$ cat config.mk
export PLATFORM = sky130hd
export DESIGN_NAME = seq_detect_prog
export DESIGN_NICKNAME = d
export VERILOG_FILES = /design/src/rtl/seq_detect_prog.sv
export SDC_FILE = /design/constraint.sdc
export NUM_CORES = 1
export LEC_CHECK = 0
export ABC_AREA = 1
export CORE_MARGIN = 2
export CORE_UTILIZATION = 55
export DETAILED_ROUTE_END_ITERATION = 6
export PLACE_DENSITY = 0.93
export SYNTH_ARGS = -nofsm -noshare
export SYNTH_HDL_FRONTEND = slang
export SYNTH_SLANG_ARGS = --single-unit
$ cat constraint.sdc
create_clock -name clk -period 4.7 [get_ports clk]
set_clock_uncertainty 0.15 [all_clocks]
set_input_delay 0.94 -clock clk [delete_from_list [all_inputs] [get_ports clk]]
set_output_delay 0.94 -clock clk [all_outputs]
set_load 0.02 [all_outputs]
$ cat src/rtl/seq_detect_prog.sv
// Runtime-programmable serial bit-pattern detector with saturating match counter.
// Define SEQ_DETECT_REG_OUT_EN to register det (one-cycle-late, glitch-free pulse).
module seq_detect_prog #(
    parameter int unsigned          MAX_LEN = 8,
    parameter int unsigned          CNT_W   = 8,
    parameter logic [MAX_LEN-1:0]   RST_PAT = MAX_LEN'(8'b0000_0001),
    parameter int unsigned          RST_LEN = 3
) (
    input  logic                               clk,
    input  logic                               reset,
    input  logic                               cfg_we,
    input  logic [MAX_LEN-1:0]                 cfg_pattern,
    input  logic [$clog2(MAX_LEN+1)-1:0]       cfg_len,
    input  logic                               cfg_overlap,
    input  logic                               in_valid,
    input  logic                               in_bit,
    input  logic                               cnt_clr,
    output logic                               det,
    output logic [CNT_W-1:0]                   match_count,
    output logic                               cnt_sat
);

    localparam int unsigned LEN_W = $clog2(MAX_LEN + 1);

    // The oldest history bit is never compared, so only MAX_LEN-1 bits are kept.
    logic [MAX_LEN-2:0] r_hist;
    logic [LEN_W-1:0]   r_fill;
    logic [LEN_W-1:0]   r_len;
    logic [MAX_LEN-1:0] r_pat;
    logic               r_overlap;
    logic [CNT_W-1:0]   r_cnt;
    logic               r_cnt_sat;

    logic [MAX_LEN-1:0] w_cand;
    logic [MAX_LEN-1:0] w_mask;
    logic               w_fill_ok;
    logic               w_hit;
    logic [LEN_W-1:0]   w_len_ld;
    logic [LEN_W-1:0]   w_fill_nxt;
    logic [CNT_W-1:0]   w_cnt_nxt;

    assign w_cand = {r_hist, in_bit};

    // Select the low r_len bits of the candidate window.
    always_comb begin
        w_mask = '0;
        for (int unsigned i = 0; i < MAX_LEN; i++) begin
            w_mask[i] = (i < 32'(r_len));
        end
    end

    assign w_fill_ok = ((LEN_W+1)'(r_fill) + (LEN_W+1)'(1)) >= (LEN_W+1)'(r_len);

    assign w_hit = ~reset & in_valid & ~cfg_we & (r_len != '0) & w_fill_ok
                 & (((w_cand ^ r_pat) & w_mask) == '0);

    assign w_len_ld = (cfg_len > LEN_W'(MAX_LEN)) ? LEN_W'(MAX_LEN) : cfg_len;

    // Non-overlap restarts the fill count so the next match needs len fresh bits.
    always_comb begin
        w_fill_nxt = r_fill;
        if (w_hit && !r_overlap) begin
            w_fill_nxt = '0;
        end else if (r_fill != LEN_W'(MAX_LEN)) begin
            w_fill_nxt = r_fill + LEN_W'(1);
        end
    end

    always_ff @(posedge clk) begin
        if (reset) begin
            r_hist    <= '0;
            r_fill    <= '0;
            r_pat     <= RST_PAT;
            r_len     <= LEN_W'(RST_LEN);
            r_overlap <= 1'b1;
        end else if (cfg_we) begin
            r_hist    <= '0;
            r_fill    <= '0;
            r_pat     <= cfg_pattern;
            r_len     <= w_len_ld;
            r_overlap <= cfg_overlap;
        end else if (in_valid) begin
            r_hist    <= w_cand[MAX_LEN-2:0];
            r_fill    <= w_fill_nxt;
        end
    end

    // Clear has priority over a simultaneous hit; the counter sticks at all-ones.
    always_comb begin
        w_cnt_nxt = r_cnt;
        if (cnt_clr) begin
            w_cnt_nxt = '0;
        end else if (w_hit && !(&r_cnt)) begin
            w_cnt_nxt = r_cnt + CNT_W'(1);
        end
    end

    always_ff @(posedge clk) begin
        if (reset) begin
            r_cnt     <= '0;
            r_cnt_sat <= 1'b0;
        end else begin
            r_cnt     <= w_cnt_nxt;
            r_cnt_sat <= &w_cnt_nxt;
        end
    end

    assign match_count = r_cnt;
    assign cnt_sat     = r_cnt_sat;

`ifdef SEQ_DETECT_REG_OUT_EN
    logic r_det;

    always_ff @(posedge clk) begin
        if (reset || cfg_we) begin
            r_det <= 1'b0;
        end else begin
            r_det <= w_hit;
        end
    end

    assign det = r_det;
`else
    assign det = w_hit;
`endif

endmodule

# Word level (Yosys, flattened, before mapping)
# Cells that the tools add are included.
# totals
regBits	33
latch_bits	0
ramBits	0
romBits	0
input_bits	19
out_inout_bits	10
wordCells	46
n_memories	0
# classes
add_sub_neg	3
n_mul	0
div_mod_pow	0
n_lt_le_gt_ge	10
eq_ne	1
shift	0
n_mux	5
bitwise	9
reduce_logical	11
# op_table
operator	count
< comparator 3 x 4 -> 1 bit (first input constant)	4
two-way mux 8 bit	2
AND reduction 8 bit	2
two-way mux 4 bit	3
adder 8 x 1 -> 8 bit (second input constant)	1
AND 8 bit	1
zero test 8 bit	1
< comparator 1 x 4 -> 1 bit (first input constant)	2
< comparator 2 x 4 -> 1 bit (first input constant)	2
XOR 8 bit	1
adder 4 x 1 -> 5 bit (second input constant)	1
AND 1 bit	5
greater-or-equal comparator 5 x 4 -> 1 bit	1
adder 4 x 1 -> 4 bit (second input constant)	1
> comparator 4 bit (second input constant)	1
inequality test 4 bit (second input constant)	1
nonzero test 4 bit	1
logical AND 1 bit	2
zero test 1 bit	2
inverter 1 bit	2
AND reduction 2 bit	1
nonzero test 2 bit	1
OR reduction 2 bit	1

# Longest topological paths before layout
# Gate-level depths: netlist of the first run.
# logic_depth
depth_word	10
mapped_depth	15

# Worst setup path after synthesis of the first run
# Ideal clock, no wire load.
# synth_path
kind	input to output
startpoint	input port cfg_we
endpoint	output port det
arrival_time_ns	1.848
required_time_ns	3.610
slack_ns	1.762
path_stages	8
path_cell_list	buf_6 nor2_4 nand2_2 a21oi_2 nand3_2 nor2_8 nand2_2 inv_2
# synth_between
elab_chain_cells	5
# synth_rtl
item	line_no	source
start: declaration	11	input logic cfg_we,
inverter 1 bit	54	assign w_hit = ~reset & in_valid & ~cfg_we & (r_len != '0) & w_fill_ok
AND 1 bit (3 in series)	54	
AND 1 bit	55	& (((w_cand ^ r_pat) & w_mask) == '0);
end: declaration	18	output logic det,
# Every way passes these cells.

# Final worst setup path of the first run
# Same ends and word-level chain as after synthesis.

==> results of run 1 <==
==> cells in the final DEF (no fill, tap or decap) <==
cell and n:
nor2_4 2, buf_4 2, clkbuf_4 5, o21ai_1 2
inv_1 34, a21oi_1 18, nand4_1 9, xor2_1 7
nand2_2 4, dfxtp_1 33, o211ai_1 1, a211oi_1 1
nor2_1 25, ha_1 7, xnor2_1 3, clkbuf_1 1
or3_1 1, a22oi_1 1, clkinv_2 2, nand3_1 12
nor3_1 1, inv_2 2, o21ai_0 17, nor2_8 1
clkdlybuf4s50_1 28, nor2_2 1, nand2_1 67, a21oi_2 1
nand3_2 4, nand3_4 1
==> registers in the layout (all words and copies together) (netlist names) <==
register	count
r_hist	7
match_count	8
r_len	4
cnt_sat	1
r_overlap	1
r_pat	8
r_fill	4
==> power groups by stage <==
| stage | registers [mW] | logic (mW) | clock network [mW] |
|---|---|---|---|
| after floorplan | 0.302 | 0.0541 | 0 |
| after global placement | 0.304 | 0.0787 | 0 |
| after detailed placement | 0.304 | 0.0823 | 0 |
| after CTS | 0.298 | 0.0828 | 0.156 |
| after global routing | 0.300 | 0.0937 | 0.168 |
| final | 0.298 | 0.0833 | 0.153 |
==> synthesized netlist by cell type <==
master	instances
nand3_2	4
dfxtp_1	33
clkbuf_1	4
ha_1	7
inv_2	2
nand3_1	12
a22oi_1	1
or3_1	1
xor2_1	7
nand2_1	67
inv_1	34
nand2_2	4
buf_6	1
nor3_1	1
a211oi_1	1
nor2_8	1
nor2_1	25
o211ai_1	1
o21ai_1	2
nor2_2	1
nand4_1	9
a21oi_1	18
nor2_4	2
xnor2_1	3
o21ai_0	17
nand3_4	1
a21oi_2	1
==> how the worst max path moves through the flow <==
stage / endpoint / slack [ns]
final: det / 0.51
after global routing: det / 0.40
after CTS: det / 0.53
after detailed placement: det / 0.53
after global placement: det / 0.61
after floorplan: det / 1.76
==> cell type report <==
class                           count  area, µm²
Multi-Input combinational cell    186        996
Timing Repair Buffer               30        295
Clock buffer                        6       41.3
Clock inverter                      2       10.0
Fill cell                         276        910
Tap cell                           44       55.1
Inverter                           36        135
Sequential cell                    33        661
==> kinds of logic (layout without fill, tap and decap cells) <==
family,count (synthesis),in the layout,synth area share
AO/OA/AOI/OAI,41,41,0.119
XOR/XNOR,10,10,0.0482
adder cells (fa/ha/maj),7,7,0.0482
buffers and inverters,41,74,0.0888
flip-flops,33,33,0.363
AND/OR/NAND/NOR,128,128,0.332
==> tightest hold or removal path, delay by kind of cell, from the launching register on <==
| family | cells | cell delay [ns] |
|---|---|---|
| AOI/OAI and AO/OA | 1 | 0.06 |
| buffers and inverters | 1 | 0.07 |
| DFF | 1 | 0.32 |
==> metal layers <==
layer / vias up / part of all wire / track usage
met4: 0 / 0.018 / 0.0973
met3: 7 / 0.058 / 0.0756
met5: - / 0 / 0
met2: 45 / 0.47 / 0.368
li1: 901 / - / -
met1: 786 / 0.46 / 0.290
==> through the flow <==
step | setup slack [ns] | total power [mW]
5_1_grt | 0.398 | 0.561
3_5_place_dp | 0.532 | 0.387
4_1_cts | 0.534 | 0.537
3_3_place_gp | 0.607 | 0.383
2_1_floorplan | 1.76 | 0.356
6_report | 0.513 | 0.534
==> results.json, run 1 <==
{
  "syn_avg_cell_area_um2": 6.99,
  "ff2ff_path_depth": 14,
  "die_w_um": 61.5,
  "hp-start": "r_pat[6]$_SDFFE_PP0P_",
  "cts_buffer_depth": 2,
  "fmax_mhz": 239,
  "synth-seq-cells": 33,
  "wl_per_cell_um": 11.5,
  "start_util": 0.586,
  "path_clk_slew_ns": 0.10,
  "run_status": "finished clean",
  "grt_max_degree": 16,
  "worstSetupStartpointType": "primary input",
  "area_growth_syn_to_layout_pct": 20.6,
  "io_pins": 29,
  "final_cells": 337,
  "crit_cells": 9,
  "gp_congestion": 0.848,
  "synthTopCellsByArea": "dfxtp_1 (36%), nand2_1 (14%), inv_1 (7.0%), nor2_1 (5.2%), a21oi_1 (5.0%)",
  "firstDrtPassIters": 4,
  "drv_cap": 0,
  "route.antenna.remaining_nets": 0,
  "finalCritPeriodShare": 0.891,
  "via_per_inst": 5.16,
  "dpl_cell_area_mm2": 0.00214,
  "worstMarginPinSlew_ns": 0.411,
  "rows": 20,
  "synth_warnings": 0,
  "grt_overflow_total": 0,
  "switchingPower_uw": 153,
  "nets": 318,
  "core-area_mm2": 0.00310,
  "via_count": 1739,
  "post_cts_resize_count": 0,
  "cts_buffers": 5,
  "fin_tns_setup_ns": 0,
  "cts_hold_buf": 0,
  "p_int_uw": 381,
  "synth_cell_type_count": 27,
  "min_to": "r_pat[6]$_SDFFE_PP0P_",
  "power.leakage_nw": 0.980,
  "power_frac_comb": 0.156,
  "power_frac_seq": 0.558,
  "hold_depth": 2,
  "p_clk_frac": 0.286,
  "dieArea_mm2": 0.00378,
  "worst-path-buf-inv": 3,
  "drt-initial-drc-count": 108,
  "p_sw_frac": 0.287,
  "worst_path_max_delay_cell": "clkdlybuf4s50_1",
  "cp_max_fo": 9,
  "drive_gt1_frac": 0.0853,
  "wirelength_mm": 3.89,
  "endpoint_kind": "output port",
  "cts_tree": "done",
  "cts-root-buf": "clkbuf_4",
  "die_h_um": 61.5,
  "whs_ns": 0.338,
  "synth_area_leader_cell": "dfxtp_1",
  "drcViolationCount": 0,
  "final_core_util": 0.707,
  "slew_violations": 0,
  "post-cts-setup-buffer-count": 0,
  "startpoint": "cfg_we",
  "path_delay_family": "buffers and inverters",
  "dp_cells": 329,
  "crit_chain": "clkdlybuf4s50_1, nor2_4, nand2_2, a21oi_2, nand3_2, nor2_8, nand2_2, inv_2, clkdlybuf4s50_1",
  "cts_max_level": 2,
  "cts_sinks": 33,
  "arrival_ns": 3.10,
  "grt_pass1_vias": 1465,
  "dp_hpwl_mm": 3.06,
  "r2r-end": "r_fill[0]$_SDFFE_PP0P_",
  "setup_viol": 0,
  "ir_worst_vdd_uv": 204,
  "grt_setup_unrepaired": "false",
  "final_area_mm2": 0.00219,
  "diodes": 0,
  "final_hold_viol_count": 0,
  "io_buffer_count": 28,
  "worstSetupPathType": "in2out",
  "synth_fp_nets": 286,
  "min_path_type": "reg2reg",
  "netlist_instances": 260,
  "required_ns": 3.61,
  "syn_area_mm2": 0.00182,
  "antenna_found_initial": 0,
  "rrSetupSlack_ns": 2.30,
  "min_period_ns": 4.19,
  "synth_top_area_frac": 0.363,
  "yosysSeqAreaShare": 0.363,
  "slew_headroom": 0.725,
  "power_density_mw_per_mm2": 244,
  "clk-insertion-delay-late_ns": 0.35,
  "gr-usage-all-layers": 0.232,
  "grt_pass1_wl_mm": 6.26,
  "r2r-start": "r_fill[0]$_SDFFE_PP0P_",
  "slowest_delay_ns": 0.62
}
Power figures use the tool's default switching activity.
==> run 2: changes to the inputs <==
--- a/config.mk
+++ b/config.mk
@@ -5,7 +5,6 @@
 export SDC_FILE = /design/constraint.sdc
 export NUM_CORES = 1
 export LEC_CHECK = 0
-export ABC_AREA = 1
 export CORE_MARGIN = 2
 export CORE_UTILIZATION = 55
 export DETAILED_ROUTE_END_ITERATION = 6
==> results.json, run 2 <==
{
  "run_status": "finished clean",
  "worstSetupStartpointType": "primary input",
  "die_w_um": 60.0,
  "dp_hpwl_mm": 2.63,
  "via_per_inst": 5.54,
  "hold_depth": 2,
  "worstMarginPinSlew_ns": 0.497,
  "synth_fp_nets": 219,
  "drive_gt1_frac": 0.0938,
  "p_int_uw": 434,
  "area_growth_syn_to_layout_pct": 23.5,
  "r2r-end": "cnt_sat$_SDFF_PP0_",
  "power_frac_comb": 0.127,
  "drv_cap": 0,
  "rrSetupSlack_ns": 1.63,
  "synthTopCellsByArea": "dfxtp_1 (38%), mux2i_1 (9.3%), nor2_1 (6.3%), xnor2_1 (5.6%), ha_1 (5.1%)",
  "dp_cells": 261,
  "diodes": 0,
  "final_cell_mix": "dfxtp_1 (33), nor2_1 (29), clkdlybuf4s50_1 (28)",
  "cts_sinks": 33,
  "arrival_ns": 2.99,
  "power.leakage_nw": 0.785,
  "grt_pass1_vias": 1370,
  "syn_area_mm2": 0.00172,
  "worstSetupPathType": "in2out",
  "core-area_mm2": 0.00303,
  "grt_setup_unrepaired": "false",
  "slew_violations": 0,
  "power_frac_seq": 0.512,
  "path_clk_slew_ns": 0.09,
  "final_cells": 268,
  "ir_worst_vdd_uv": 171,
  "drt-initial-drc-count": 89,
  "required_ns": 3.61,
  "io_buffer_count": 28,
  "antenna_found_initial": 0,
  "setup_viol": 0,
  "clk-insertion-delay-late_ns": 0.35,
  "synth_warnings": 0,
  "grt_pass1_wl_mm": 6.24,
  "io_pins": 29,
  "switchingPower_uw": 144,
  "cts_max_level": 2,
  "slew_headroom": 0.669,
  "synth_area_leader_cell": "dfxtp_1",
  "die_h_um": 60.0,
  "final_common_cell": "dfxtp_1",
  "cts_tree": "done",
  "yosys.cell_count.top_type": "dfxtp_1",
  "dpl_cell_area_mm2": 0.00206,
  "p_clk_frac": 0.361,
  "synth-seq-cells": 33,
  "route.antenna.remaining_nets": 0,
  "dieArea_mm2": 0.00360,
  "via_count": 1486,
  "post-cts-setup-buffer-count": 0,
  "synth_top_area_frac": 0.383,
  "nets": 250,
  "min_period_ns": 4.08,
  "worst_slack_ns": 0.619,
  "fmax_mhz": 245,
  "synth_edf_count": 0,
  "ys_async_sr_fraction": 0,
  "preCtsSetupSlack_ns": 0.625,
  "setup.worst_path.end": "det",
  "synth_flop_cell": "dfxtp_1",
  "yosysSeqAreaShare": 0.383,
  "gr-usage-all-layers": 0.237,
  "wirelength_mm": 3.60,
  "finalCritPeriodShare": 0.868,
  "cts-root-buf": "clkbuf_4",
  "fin_tns_setup_ns": 0,
  "power_density_mw_per_mm2": 272,
  "cts_buffers": 5,
  "startpoint": "cfg_we",
  "cts_hold_buf": 0,
  "min_path_type": "reg2reg",
  "syn_avg_cell_area_um2": 8.93,
  "endpoint_kind": "output port",
  "cp_max_fo": 13,
  "drcViolationCount": 0,
  "netlist_instances": 193,
  "firstDrtPassIters": 4,
  "cts_buffer_depth": 2,
  "post_cts_resize_count": 0,
  "r2r-start": "r_fill[0]$_SDFFE_PP0P_",
  "gp_congestion": 0.841,
  "ys_top_cells_by_count": "dfxtp_1 (33), nor2_1 (29), mux2i_1 (16)",
  "grt_overflow_total": 0,
  "rows": 20,
  "wl_per_cell_um": 13.4,
  "p_sw_frac": 0.249,
  "grt_max_degree": 18,
  "final_hold_viol_count": 0,
  "start_util": 0.569,
  "synth_cell_type_count": 40,
  "ff2ff_path_depth": 10,
  "whs_ns": 0.378,
  "final_area_mm2": 0.00213
}
==> run 2: changes by cell type in the layout (fill, tap and decap cells not counted), moves of 5 or more <==
cell / delta
nand2_1: -58
inv_1: -27
mux2i_1: +16
o21ai_0: -13
a21oi_1: -9
xnor2_1: +8
nand3_1: -6
nand4_1: -6
nor3_1: +5
==> run 2: worst max-delay path, stage by stage <==
cell,delay (ns)
clkdlybuf4s50_1,0.44
nor2_2,0.20
nand4_1,0.16
a2111oi_2,0.24
o31ai_1,0.12
buf_4,0.19
nor2_1,0.09
clkdlybuf4s50_1,0.60
==> run 2: power by group through the flow <==
stage / logic [mW] / clock network, mW / registers, mW
3_3_place_gp: 0.0712 / 0 / 0.302
3_5_place_dp: 0.0729 / 0 / 0.303
2_1_floorplan: 0.0463 / 0 / 0.300
5_1_grt: 0.0809 / 0.226 / 0.298
6_report: 0.0732 / 0.209 / 0.297
4_1_cts: 0.0734 / 0.213 / 0.296
==> run 2: worst min-delay path by stage <==
stage                            from                endpoint  slack (ns)
2_1_floorplan   r_pat[4]$_SDFFE_PP0P_   r_pat[4]$_SDFFE_PP0P_        0.33
3_3_place_gp    r_pat[7]$_SDFFE_PP0P_   r_pat[7]$_SDFFE_PP0P_        0.35
3_5_place_dp   r_hist[6]$_SDFFE_PP0P_  r_hist[6]$_SDFFE_PP0P_        0.36
4_1_cts        r_fill[3]$_SDFFE_PP0P_  r_fill[3]$_SDFFE_PP0P_        0.38
5_1_grt         r_pat[7]$_SDFFE_PP0P_   r_pat[7]$_SDFFE_PP0P_        0.41
6_report       r_fill[3]$_SDFFE_PP0P_  r_fill[3]$_SDFFE_PP0P_        0.38
==> run 2: routing by layer <==
metal  up-vias  GRT usage  wire length [µm]
met2        48      0.365              1710
li1        746          -                 -
met1       685      0.294              1650
met4         0      0.121                76
met3         7     0.0779               168
met5         -          0                 0
==> run 2: layout make-up <==
class	count	area (µm²)
clock buffer	5	37.5
clock inverter	2	35.0
fill	224	900
inverter	7	26.3
multi-input combinational	145	1000
sequential	33	661
tap	44	55.1
timing repair buffer	32	310
==> run 2: kinds of logic (layout without fill, tap and decap cells) <==
| group | Yosys count | after routing | share of synthesized area |
|---|---|---|---|
| simple gates | 72 | 72 | 0.207 |
| compound gates | 35 | 35 | 0.154 |
| flops | 33 | 33 | 0.383 |
| mux | 17 | 17 | 0.0995 |
| buf+inv | 15 | 46 | 0.0341 |
| xor+xnor | 14 | 14 | 0.0712 |
| fa+ha+maj | 7 | 7 | 0.0508 |
==> run 2: per-stage QoR <==
stage,power [mW],util
CTS,0.582,0.703
floorplan,0.346,-
finish,0.579,0.703
global route,0.605,0.703
global placement,0.373,0.679
detailed placement,0.376,0.679
==> run 3: changes to the inputs <==
--- a/config.mk
+++ b/config.mk
@@ -7,8 +7,10 @@
 export LEC_CHECK = 0
 export CORE_MARGIN = 2
 export CORE_UTILIZATION = 55
+export CTS_CLUSTER_DIAMETER = 200
 export DETAILED_ROUTE_END_ITERATION = 6
 export PLACE_DENSITY = 0.93
 export SYNTH_ARGS = -nofsm -noshare
 export SYNTH_HDL_FRONTEND = slang
 export SYNTH_SLANG_ARGS = --single-unit
+export TNS_END_PERCENT = 10
==> results of run 3 <==
No change in the layout: final DEF, timing and power equal those of run 2.
